===== src/rtl/sh7604_divu_ibus_master.sv =====
// Internal-bus master that drives one SH7604 DIVU division: writes divisor and dividend,
// reads back quotient, remainder and DVCR, and clears a pending overflow flag.
module sh7604_divu_ibus_master #(
    parameter logic [31:0] DIVU_BASE = 32'hFFFFFF00,
    parameter int unsigned MAX_WAIT  = 255
) (
    input  logic        CLK,
    input  logic        RST,
    input  logic        CE,
    input  logic        START,
    input  logic        DIV64,
    input  logic [31:0] DVSR_IN,
    input  logic [31:0] DVDNTH_IN,
    input  logic [31:0] DVDNTL_IN,
    output logic [31:0] QUOT,
    output logic [31:0] REM,
    output logic        OVF,
    output logic        ERR,
    output logic        DONE,
    output logic        ACTIVE,
    output logic [31:0] IBUS_A,
    output logic [31:0] IBUS_DO,
    input  logic [31:0] IBUS_DI,
    output logic [3:0]  IBUS_BA,
    output logic        IBUS_WE,
    output logic        IBUS_REQ,
    input  logic        IBUS_BUSY
);

    typedef enum logic [3:0] {
        StIdle,
        StWDvsr,
        StWDvdnth,
        StWDvdntl,
        StRQ,
        StRR,
        StRCr,
        StWCr,
        StFin
    } state_e;

    localparam logic [9:0] WAIT_LAST = 10'(MAX_WAIT - 1);

    state_e      state_q;
    state_e      next_acc;
    logic        div64_q;
    logic        ovfie_q;
    logic [31:0] dvsr_q;
    logic [31:0] dvdnth_q;
    logic [31:0] dvdntl_q;
    logic [9:0]  wait_q;
    logic [31:0] acc_addr;
    logic [31:0] acc_data;
    logic        acc_we;
    logic        acc_done;
    logic        acc_timeout;

    assign IBUS_BA = 4'hF;

    // The first cycle of an access never completes, even if the responder is not busy.
    assign acc_done    = IBUS_REQ && (wait_q != 10'd0) && !IBUS_BUSY;
    assign acc_timeout = IBUS_REQ && (wait_q == WAIT_LAST);

    always_comb begin
        acc_addr = '0;
        acc_data = '0;
        acc_we   = 1'b0;
        next_acc = StFin;
        case (state_q)
            StWDvsr: begin
                acc_addr = DIVU_BASE;
                acc_data = dvsr_q;
                acc_we   = 1'b1;
                next_acc = div64_q ? StWDvdnth : StWDvdntl;
            end
            StWDvdnth: begin
                acc_addr = DIVU_BASE + 32'h10;
                acc_data = dvdnth_q;
                acc_we   = 1'b1;
                next_acc = StWDvdntl;
            end
            StWDvdntl: begin
                acc_addr = DIVU_BASE + (div64_q ? 32'h14 : 32'h04);
                acc_data = dvdntl_q;
                acc_we   = 1'b1;
                next_acc = StRQ;
            end
            StRQ: begin
                acc_addr = DIVU_BASE + 32'h14;
                next_acc = StRR;
            end
            StRR: begin
                acc_addr = DIVU_BASE + 32'h10;
                next_acc = StRCr;
            end
            StRCr: begin
                acc_addr = DIVU_BASE + 32'h08;
                next_acc = IBUS_DI[0] ? StWCr : StFin;
            end
            StWCr: begin
                acc_addr = DIVU_BASE + 32'h08;
                acc_data = {30'b0, ovfie_q, 1'b0};
                acc_we   = 1'b1;
                next_acc = StFin;
            end
            default: ;
        endcase
    end

    always_ff @(posedge CLK) begin
        if (RST) begin
            state_q  <= StIdle;
            div64_q  <= 1'b0;
            ovfie_q  <= 1'b0;
            dvsr_q   <= '0;
            dvdnth_q <= '0;
            dvdntl_q <= '0;
            wait_q   <= '0;
            QUOT     <= '0;
            REM      <= '0;
            OVF      <= 1'b0;
            ERR      <= 1'b0;
            DONE     <= 1'b0;
            ACTIVE   <= 1'b0;
            IBUS_REQ <= 1'b0;
            IBUS_WE  <= 1'b0;
            IBUS_A   <= '0;
            IBUS_DO  <= '0;
        end else if (CE) begin
            DONE <= 1'b0;
            case (state_q)
                StIdle: begin
                    if (START) begin
                        div64_q  <= DIV64;
                        dvsr_q   <= DVSR_IN;
                        dvdnth_q <= DVDNTH_IN;
                        dvdntl_q <= DVDNTL_IN;
                        ACTIVE   <= 1'b1;
                        OVF      <= 1'b0;
                        ERR      <= 1'b0;
                        state_q  <= StWDvsr;
                    end
                end
                StFin: begin
                    DONE    <= 1'b1;
                    ACTIVE  <= 1'b0;
                    state_q <= StIdle;
                end
                default: begin
                    // REQ low in an access state is the idle gap; the next CE edge launches.
                    if (!IBUS_REQ) begin
                        IBUS_REQ <= 1'b1;
                        IBUS_A   <= acc_addr;
                        IBUS_WE  <= acc_we;
                        IBUS_DO  <= acc_data;
                        wait_q   <= '0;
                    end else if (acc_done) begin
                        IBUS_REQ <= 1'b0;
                        IBUS_WE  <= 1'b0;
                        IBUS_A   <= '0;
                        IBUS_DO  <= '0;
                        state_q  <= next_acc;
                        case (state_q)
                            StRQ:    QUOT <= IBUS_DI;
                            StRR:    REM  <= IBUS_DI;
                            StRCr: begin
                                OVF     <= IBUS_DI[0];
                                ovfie_q <= IBUS_DI[1];
                            end
                            default: ;
                        endcase
                    end else if (acc_timeout) begin
                        IBUS_REQ <= 1'b0;
                        IBUS_WE  <= 1'b0;
                        IBUS_A   <= '0;
                        IBUS_DO  <= '0;
                        ERR      <= 1'b1;
                        state_q  <= StFin;
                    end else begin
                        wait_q <= wait_q + 10'd1;
                    end
                end
            endcase
        end
    end

endmodule


===== config.mk =====
export PLATFORM = sky130hd
export DESIGN_NAME = sh7604_divu_ibus_master
export DESIGN_NICKNAME = d
export VERILOG_FILES = /design/src/rtl/sh7604_divu_ibus_master.sv
export SDC_FILE = /design/constraint.sdc
export NUM_CORES = 1
export LEC_CHECK = 0
export ABC_AREA = 1
export BUFFER_PORTS_ARGS = -buffer_cell sky130_fd_sc_hd__buf_2
export CAP_MARGIN = 40
export CORE_UTILIZATION = 35
export CTS_CLUSTER_SIZE = 10
export DETAILED_ROUTE_END_ITERATION = 8
export SYNTH_ARGS = -nofsm -noshare
export SYNTH_HDL_FRONTEND = slang
export SYNTH_SLANG_ARGS = --single-unit
export TNS_END_PERCENT = 50

===== constraint.sdc =====
create_clock -name CLK -period 1.9 [get_ports CLK]
set_input_delay 0 -clock CLK [delete_from_list [all_inputs] [get_ports CLK]]
set_output_delay 0 -clock CLK [all_outputs]
set_load 0.03 [all_outputs]

Yosys cells after proc, flatten, opt, wreduce, memory -nomap -nowiden
Cells that the tools add are included.
Widths: inputs -> output; s select.
Word-level totals
  flip-flop bits (word level): 246
  input bits: 134
Cells by class
  add/subtract/negate cells: 2
  equality and inequality tests: 14
  muxes and demuxes: 37
  bitwise logic cells: 2
  reduce and logical (&&, ||, !) cells: 28
Operator list (count)
  $pmux 32 s5: 1
  $mux 32: 4
  $pmux 32 s4: 1
  $mux 10: 3
  $pmux 4 s6: 1
  $mux 4: 5
  $mux 1: 17
  $eq 4x3->1 const B: 4
  $reduce_and 5->1: 3
  $reduce_and 6->1: 2
  $add 10x1->10 const B: 1
  $add 9x6->10 const A: 1
  $eq 10x8->1 const B: 1
  $reduce_bool 10->1: 1
  $reduce_bool 2->1: 5
  $reduce_and 3->1: 3
  $eq 4x2->1 const B: 2
  $pmux 4 s2: 1
  $reduce_and 4->1: 2
  $ne 2x2->1 const B: 3
  $pmux 1 s2: 3
  $reduce_or 2->1: 3
  $mux 5: 1
  $eq 4x1->1 const B: 1
  11 further kinds: 14

Logic depth before layout (Yosys ltp)
Gate-level depths: netlist of the first run.
  depth after elaboration: 6
  depth in mapped cells: 10
  depth with buffers taken out: 10

Worst setup path after synthesis of the first run
Ideal clock, no wire load.
  kind: register -> register
  start: register IBUS_REQ
  end: register IBUS_DO[19]
  setup time: 0.140 ns
  arrival: 1.518 ns
  data required time: 1.760 ns
  path slack: 0.242 ns
  cell stages (with the launch flop): 10
  path buffers: 1
  cell sequence: dfxtp_1 -> inv_2 -> nor2_1 -> inv_1 -> o21bai_4 -> nand3_1 -> nand2_4 -> buf_4 -> nand2_1 -> a21oi_2
Between the ends
  cells in the longest elaborated chain, start to end: 4
  elaborated cells on any way between the ends: 7
  classes of those cells: eq/ne (1); mux (2); reduce/logical (4)
Ends and longest elaborated chain
  from (decl): line 26  | output logic IBUS_REQ,
  from (signal assigned): line 125  | IBUS_REQ <= 1'b0;
  from (signal assigned): line 152  | IBUS_REQ <= 1'b1;
  from (signal assigned): line 158  | IBUS_REQ <= 1'b0;
  $logic_and 1x1->1 (2 in a row): line 61  | assign acc_done = IBUS_REQ && (wait_q != 10'd0) && !IBUS_BUSY;
  $ne 3x1->1 (no source line) / $mux 32 (equally long branches)
  $reduce_and 3->1 (no source line) / $mux 32 (equally long branches)
  to (signal assigned): line 155  | IBUS_DO <= acc_data;
  to (decl): line 22  | output logic [31:0] IBUS_DO,
Several ways; a longest one is shown, not always the timed one.
A chain may end at the register's enable or synchronous reset.

Final worst setup path of the first run
  start: register state_q[2]
  end: register dvsr_q[5]
Between the ends
  cells in the longest elaborated chain, start to end: 2
Ends and longest elaborated chain
  from (decl): line 44  | state_e state_q;
  from (signal assigned): line 112  | state_q <= StIdle;
  from (signal assigned): line 141  | state_q <= StWDvsr;
  from (signal assigned): line 147  | state_q <= StIdle;
  $logic_not 4->1: line 131  | case (state_q)
  $reduce_and 3->1 (no source line)
  to (signal assigned): line 115  | dvsr_q <= '0;
  to (signal assigned): line 135  | dvsr_q <= DVSR_IN;
  to (decl): line 48  | logic [31:0] dvsr_q;
Every way passes these cells.

==> out/results.env, run 1 <==
SETUP_TNS_NS=0
CLK_PATH_BUF_DEPTH=3
VIA_PER_INST=4.80
SYNTH_SEQ_AREA_SHARE_PCT=46.0
DIEWIDTH_UM=167
SLEW_VIOLATIONS=0
STATUS='completed'
CLOCK_NETWORK_LATENCY_TO_THE_LATER_PIN_OF_THE_WORST_SKEW_PAIR_NS=0.52
WORST_SKEW_NS=0.0134
SYNTHTOLAYOUTAREAGROWTH_PCT=36.8
ITERATION_0_DRC_COUNT_OF_THE_DETAILED_ROUTER=548
DRC=0
IOS=272
HOLD_PATH.CLASS='primary input to flop'
MAPPEDNETLISTAREA_MM2=0.00949
CRITICAL_PATH_BUFFERS_AND_INVERTERS=2
POST_SYNTHESIS_CELL_TYPE_COUNT=36
STD_CELL_ROWS=59
CELLPOWERDENSITY_mW_PER_MM2=1140
POST_SYNTH_MAIN_AREA_CONTRIBUTORS='dfxtp_1 (46%), nand2_1 (10%), a21oi_1 (8.6%)'
DPL.HPWL_MM=17.6
DRIVE_GT1_SHARE_PCT=22.6
CTS_HTREE_LEVELS=1
GR-USAGE-ALL-LAYERS_PCT=20.3
GRT_FIRST_PASS_WIRELENGTH_MM=46.5
POST_SYNTH_MUX_AREA_SHARE_PCT=0
WORST_IR_DROP_VDD_mV=0.609
WORSTPATHCELLLIST='nor2_4 -> inv_1 -> nor2_4 -> nand3_4 -> buf_4 -> o21ai_0 -> a21oi_1'
FLOORPLAN.CORE_AREA_MM2=0.0264
GRT_START_MAX_NET_PINS=93
MAX-SLEW-MARGIN-REL_PCT=63.9
CP_DATA_ARRIVAL_TIME_NS=2.14
SYNTH_LARGEST_TYPE_AREA_FRACTION_PCT=46.0
WORST_SLACK_NS=0.153
CLK_ROOT_BUFFER_CELL='clkbuf_16'
NUM_ANTENNA_CELLS=0
WL_MET3_MM=1.44
GRT_ANTENNA_BEFORE_REPAIR=0
MAX_FREQ_GHz=0.573
SYNTHADDERAREAFRAC_PCT=0.395
NUMCLOCKSINKS=218
CRIT_TYPE='flop to flop'
DRT_WL_TOTAL_MM=28.6
SYNTH_MOST_COMMON_CELL='nand2_1'
ASYNCSETRESETFLOPFRACSYNTH_PCT=0
TOP_SIGNAL_LAYER_USED='met4'
BUFFER_PORTS.INSERTED=262
ROUTE.MET2.WL_MM=13.1
VIAS_IN_THE_FIRST_GLOBAL_ROUTE=9066
DOMINANT_COMBINATIONAL_CELL_FAMILY_BY_AREA_AFTER_SYNTHESIS='simple AND/OR/NAND/NOR gates'
SYNTH_EDF_COUNT=0
POSTSYNTHCELLCOUNT=1263
FINALNETCOUNT=1745
DRT.ANTENNA.VIOLATING_NETS=0
MAX_FO_CRITICAL_PATH=57
GLOBAL_ROUTE.OVERFLOW_TOTAL=0
CTS_BUFFERS=26
CRITPATHMAXSTAGEDELAY_NS=0.35
ROUTEDLENGTHMET1_MM=13.3
CRITICAL-PATH-TOP-CELL-BY-COUNT='nor2_4'
FINALCRITPERIODSHARE_PCT=91.9
TRITONCTS_CLOCK_TREE='done'
MAX_CAP_VIOL_COUNT=0
CRITICAL_PATH.TOP_DELAY_FAMILY='simple AND/OR/NAND/NOR gates'
CRITICAL_PATH_REQUIRED_NS=2.29
FLOORPLAN.INITIALDENSITY_PCT=36.0
YOSYS_MOST_USED_DFF='dfxtp_1'
WORSTSETUPSTARTPOINTTYPE='flop'
P_TOTAL_uW=14800
RRSETUPSLACK_NS=0.15
P_LEAK_uW=0.00574
WORST-SLEW-PIN-TRANSITION_NS=0.542
SYNTHSIMPLEGATEAREAFRAC_PCT=19.8
FINAL-HOLD-VIOLATION-COUNT=0
DIE_AREA_MM2=0.0278
SYNTH_COMPOUND_GATE_AREA_SHARE_PCT=19.1
FINALWORSTPATHREQUIREDPERIOD_NS=1.75
SYNTH_XOR_XNOR_AREA_SHARE_PCT=0.461
CRIT_PATH_TOP_DELAY_CELL='dfxtp_1'
YS_WARN_COUNT=0
DETAILROUTE.VIA_COUNT=9364
GP_ROUTABILITY_CONGESTION=0.802
END_KIND='flop'
WL_PER_CELL_UM=14.6
DETAILEDPLACE.WORSTSLACK_NS=0.0386
SYN-MEAN-INSTANCE-AREA_UM2=7.52
SETUP-VIOLATIONS-FINAL=0
YS_SEQ_ELEMENTS=218
NETLIST_TOP_CELLS_COUNT='nand2_1 (259), dfxtp_1 (218), a21oi_1 (164)'
NETLIST.TOP_CELL.BY_AREA='dfxtp_1'
DIE_Y_UM=167
CLOCK_TRANSITION_TIME_AT_THE_FLIP_FLOP_CLOCK_PINS_OF_THE_WORST_SETUP_AND_HOLD_PATHS_NS=0.06
RSZ0062_AT_GRT='true'
DRT_PRE_ANTENNA_ITERS=5
-- report_power, final --
group / internal [µW] / switching [µW]
Combinational: 1580 / 3350
Clock: 2500 / 1820
Sequential: 5250 / 317
-- cells in the final DEF (no fill, tap or decap), types with 16 or more instances in the layout --
cell type and n:
buf_2 261, o21ai_0 108, dfxtp_1 217, o221ai_1 31
inv_1 154, nand2_1 259, a21oi_1 164, dlygate4sd3_1 132
nor2_1 101, buf_4 16, clkbuf_16 26, nand4_1 38
-- through the flow --
stage	area, µm²	util [%]	hold WS, ns	instances
final	13000	49.3	0.0404	1951
after global routing	13000	49.3	0.0790	1951
after CTS	13000	49.2	0.0158	1951
after detailed placement	10900	41.5	0.252	1783
after global placement	10900	41.5	0.243	1783
after floorplan	9520	-	0.0890	1270
-- per-layer routing --
layer  vias up  global-route usage [%]
met4         0                    5.64
met2       309                    34.7
met5         -                       0
met3        50                    3.02
met1      4298                    26.6
li1       4707                       -
-- cells by family after synthesis --
group | after synthesis
simple gates | 433
compound gates | 323
buf+inv | 279
flops | 218
xor+xnor | 5
fa+ha+maj | 3
other cells | 2
-- sequential cells by signal (all words and copies together) (netlist names), 4 cells and up --
signal and flops:
IBUS_A 4, IBUS_DO 32, QUOT 32, REM 32, dvdnth_q 32, dvdntl_q 32, dvsr_q 32, state_q 4
wait_q 10
-- timing repair --
action / in CTS / in global routing
setup buffers: 0 / 0
resized for setup: 0 / 5
hold endpoints to repair: 168 / 0
hold buffers: 132 / 0
endpoints found under the setup margin: 0 / 79
-- tightest hold or removal path, delay by kind of cell --
| kind | cells | cell delay [ns] |
|---|---|---|
| buffers and inverters | 2 | 0.17 |
| and+or+nand+nor | 4 | 0.28 |
| AOI/OAI and AO/OA | 1 | 0.05 |
-- final timing paths --
check                                 end                    start  cells past startpoint
setup / recovery   dvsr_q[5]$_SDFFE_PP0P_  state_q[2]$_SDFFE_PP0P_                      7
hold / removal           ERR$_SDFFE_PP0P_                    START                      7
setup reg to reg   dvsr_q[5]$_SDFFE_PP0P_  state_q[2]$_SDFFE_PP0P_                      7
hold reg to reg   dvsr_q[10]$_SDFFE_PP0P_  dvsr_q[10]$_SDFFE_PP0P_                      2
-- area by class of cell --
cell class / count / area (µm²)
Sequential cell: 218 / 4370
Clock inverter: 2 / 21.3
Timing Repair Buffer: 424 / 3040
Clock buffer: 34 / 691
Multi-Input combinational cell: 773 / 3820
Tap cell: 335 / 419
Fill cell: 2509 / 13400
Inverter: 165 / 627
Power figures use the tool's default switching activity.
==> run 2: changes to the inputs <==
ABC_CLOCK_PERIOD_IN_PS = 1900   (was not set)
PLACE_DENSITY = 0.59   (was not set)
==> out/results.env, run 2 (synthesis gave the netlist of run 1 again) <==
STATUS='completed'
SEQPWRFRAC_PCT=37.1  # -0.5 points
CLOCK_NETWORK_LATENCY_TO_THE_LATER_PIN_OF_THE_WORST_SKEW_PAIR_NS=0.54  # +0.02 ns
MAX-SLEW-MARGIN-REL_PCT=55.5  # -8.4 points
GRT_START_MAX_NET_PINS=132  # +42%
WORST_R2R_PATH_DEPTH=11  # +4
DPL.HPWL_MM=18.1  # +3.3%
INTPOWER_uW=9400  # +0.70%
COMB_POWER_SHARE_PCT=33.5  # +0.2 points
END_KIND='flop'
FLOORPLAN.INITIALDENSITY_PCT=36.0  # unchanged
CLK_ROOT_BUFFER_CELL='clkbuf_16'
CTS_BUFFERS=26  # unchanged
VIA_PER_INST=4.82  # +0.39%
GLOBAL_ROUTE.OVERFLOW_TOTAL=0  # unchanged
DRT.ANTENNA.VIOLATING_NETS=0  # unchanged
TRITONCTS_CLOCK_TREE='done'
FINALNETCOUNT=1749  # +0.23%
POWER.SHARE.CLOCK_PCT=29.5  # +0.3 points
NUM_ANTENNA_CELLS=0  # unchanged
WORST_SKEW_NS=0.0158  # +0.00240 ns
ITERATION_0_DRC_COUNT_OF_THE_DETAILED_ROUTER=558  # +1.8%
DRT_PRE_ANTENNA_ITERS=5  # unchanged
GRT_FIRST_PASS_WIRELENGTH_MM=45.7  # -1.8%
HOLD_PATH.CLASS='primary input to flop'
CRIT_TYPE='flop to flop'
DIE_Y_UM=167  # unchanged
BUFFER_PORTS.INSERTED=262  # unchanged
POST-ROUTE-CELL-AREA_MM2=0.0130  # +0.29%
FINALWORSTPATHREQUIREDPERIOD_NS=1.81  # +0.0624 ns
GP_ROUTABILITY_CONGESTION=0.803  # +0.16%
DIEWIDTH_UM=167  # unchanged
FLOORPLAN.CORE_AREA_MM2=0.0264  # unchanged
STD_CELL_ROWS=59  # unchanged
MAX_CAP_VIOL_COUNT=0  # unchanged
HOLDPATHSTAGES=4  # -3
GRT_ANTENNA_BEFORE_REPAIR=0  # unchanged
WORST_SLACK_NS=0.0909  # -0.0624 ns
DRC=0  # unchanged
WORSTSETUPSTARTPOINTTYPE='flop'
WORST_IR_DROP_VDD_mV=0.620  # +1.7%
CRITICAL_PATH_REQUIRED_NS=2.37  # +0.08 ns
DETAILROUTE.VIA_COUNT=9415  # +0.54%
SETUP_TNS_NS=0  # unchanged
CELLPOWERDENSITY_mW_PER_MM2=1150  # +0.66%
P_LEAK_uW=0.00575  # +0.31%
NUMCLOCKSINKS=218  # unchanged
FINALCRITPERIODSHARE_PCT=95.2  # +3.3 points
VIAS_IN_THE_FIRST_GLOBAL_ROUTE=8811  # -2.8%
MOSTFREQUENTLAYOUTCELLS='buf_2 (261), nand2_1 (259), dfxtp_1 (218), a21oi_1 (164), inv_1 (154)'
DETAILEDPLACE.WORSTSLACK_NS=0.121  # +0.0823 ns
RSZ0062_AT_GRT='true'
MAX_FREQ_GHz=0.553  # -3.4%
MAX_FO_CRITICAL_PATH=37  # -35%
SETUP-VIOLATIONS-FINAL=0  # unchanged
CLK_PATH_BUF_DEPTH=3  # unchanged
DRT_WL_TOTAL_MM=28.8  # +0.97%
CTS_HTREE_LEVELS=1  # unchanged
WORST-SLEW-PIN-TRANSITION_NS=0.668  # +0.126 ns
DIE_AREA_MM2=0.0278  # unchanged
POWER_SWITCHING_uW=5570  # +1.4%
DRIVE_GT1_SHARE_PCT=22.9  # +0.21 points
PLACED_AREA_MM2=0.0109  # about the same
SW_SHARE_PCT=37.2  # +0.15 points
SLEW_VIOLATIONS=0  # unchanged
WL_PER_CELL_UM=14.8  # +0.81%
CLOCK_TRANSITION_TIME_AT_THE_FLIP_FLOP_CLOCK_PINS_OF_THE_WORST_SETUP_AND_HOLD_PATHS_NS=0.06  # about the same
MOST_FREQUENT_STANDARD_CELL_IN_THE_LAYOUT_EXCLUDING_FILL_AND_TAP_CELLS='buf_2'
CP_DATA_ARRIVAL_TIME_NS=2.28  # +0.14 ns
GR-USAGE-ALL-LAYERS_PCT=20.1  # -0.24 points
SYNTHTOLAYOUTAREAGROWTH_PCT=37.2
FINAL-HOLD-VIOLATION-COUNT=0  # unchanged
IOS=272  # unchanged
==> run 2: cell types whose count changed in the layout (fill, tap and decap cells not counted), sizes merged <==
| cell | previous run | this run |
|---|---|---|
| buf | 292 | 295 |
| clkbuf | 34 | 33 |
| clkinv | 3 | 2 |
| dlygate4sd3 | 132 | 133 |
| inv | 163 | 164 |
==> run 2: final timing paths <==
path	end	slack, ns	from
max	IBUS_DO[11]$_SDFFE_PP0P_	0.09	wait_q[0]$_SDFFE_PP0P_
min	REM[6]$_SDFFE_PP0P_	0.26	IBUS_DI[6]
max reg2reg	IBUS_DO[11]$_SDFFE_PP0P_	0.09	wait_q[0]$_SDFFE_PP0P_
min reg2reg	dvdnth_q[8]$_SDFFE_PP0P_	0.44	dvdnth_q[8]$_SDFFE_PP0P_
==> run 2: power by group through the flow <==
stage | Sequential (µW) | Clock [µW] | Combinational [µW]
finish | 5550 | 4410 | 5010
global route | 5630 | 4720 | 5480
CTS | 5550 | 4520 | 5010
detailed placement | 5650 | 0 | 4790
global placement | 5630 | 0 | 4740
floorplan | 5760 | 0 | 3500
==> run 2: final cells by class <==
class                      instances  area [µm²]
clock buffer                      33         697
clock inverter                     2        35.0
fill                            2563       13300
inverter                         165         626
multi-input combinational        773        3820
sequential                       218        4360
tap                              335         419
timing repair buffer             428        3060
==> run 2: timing repair <==
action	in CTS	in global routing
setup endpoints to repair	0	11
gates resized for setup	0	4
setup buffers	0	0
hold endpoints to repair	173	0
hold buffers	133	0
==> run 2: stage by stage <==
| stage | instances | hold WS (ns) | util (%) | power [µW] |
|---|---|---|---|---|
| after floorplan | 1270 | 0.0890 | - | 9260 |
| after global placement | 1786 | 0.241 | 41.5 | 10400 |
| after detailed placement | 1786 | 0.249 | 41.5 | 10400 |
| after CTS | 1954 | 0.230 | 49.4 | 15100 |
| after global routing | 1954 | 0.263 | 49.4 | 15800 |
| final | 1954 | 0.257 | 49.4 | 15000 |
==> run 2: critical path, stage by stage (launching register included) <==
cell	delay (ns)
dfxtp_1	0.32
inv_1	0.05
buf_4	0.14
ha_1	0.19
inv_1	0.05
nor2_1	0.04
nand4_1	0.22
nand3_1	0.17
nand2_4	0.10
buf_12	0.22
nand2_1	0.10
a21oi_1	0.14
==> run 2: layer usage <==
| metal | wire (µm) | GRT usage (%) | part of all wire (%) | vias up |
|---|---|---|---|---|
| li1 | - | - | - | 4725 |
| met1 | 13200 | 26.6 | 46 | 4328 |
| met2 | 13500 | 34.0 | 47 | 318 |
| met3 | 1510 | 3.07 | 5.2 | 44 |
| met4 | 563 | 5.23 | 2.0 | 0 |
| met5 | 0 | 0 | 0 | - |
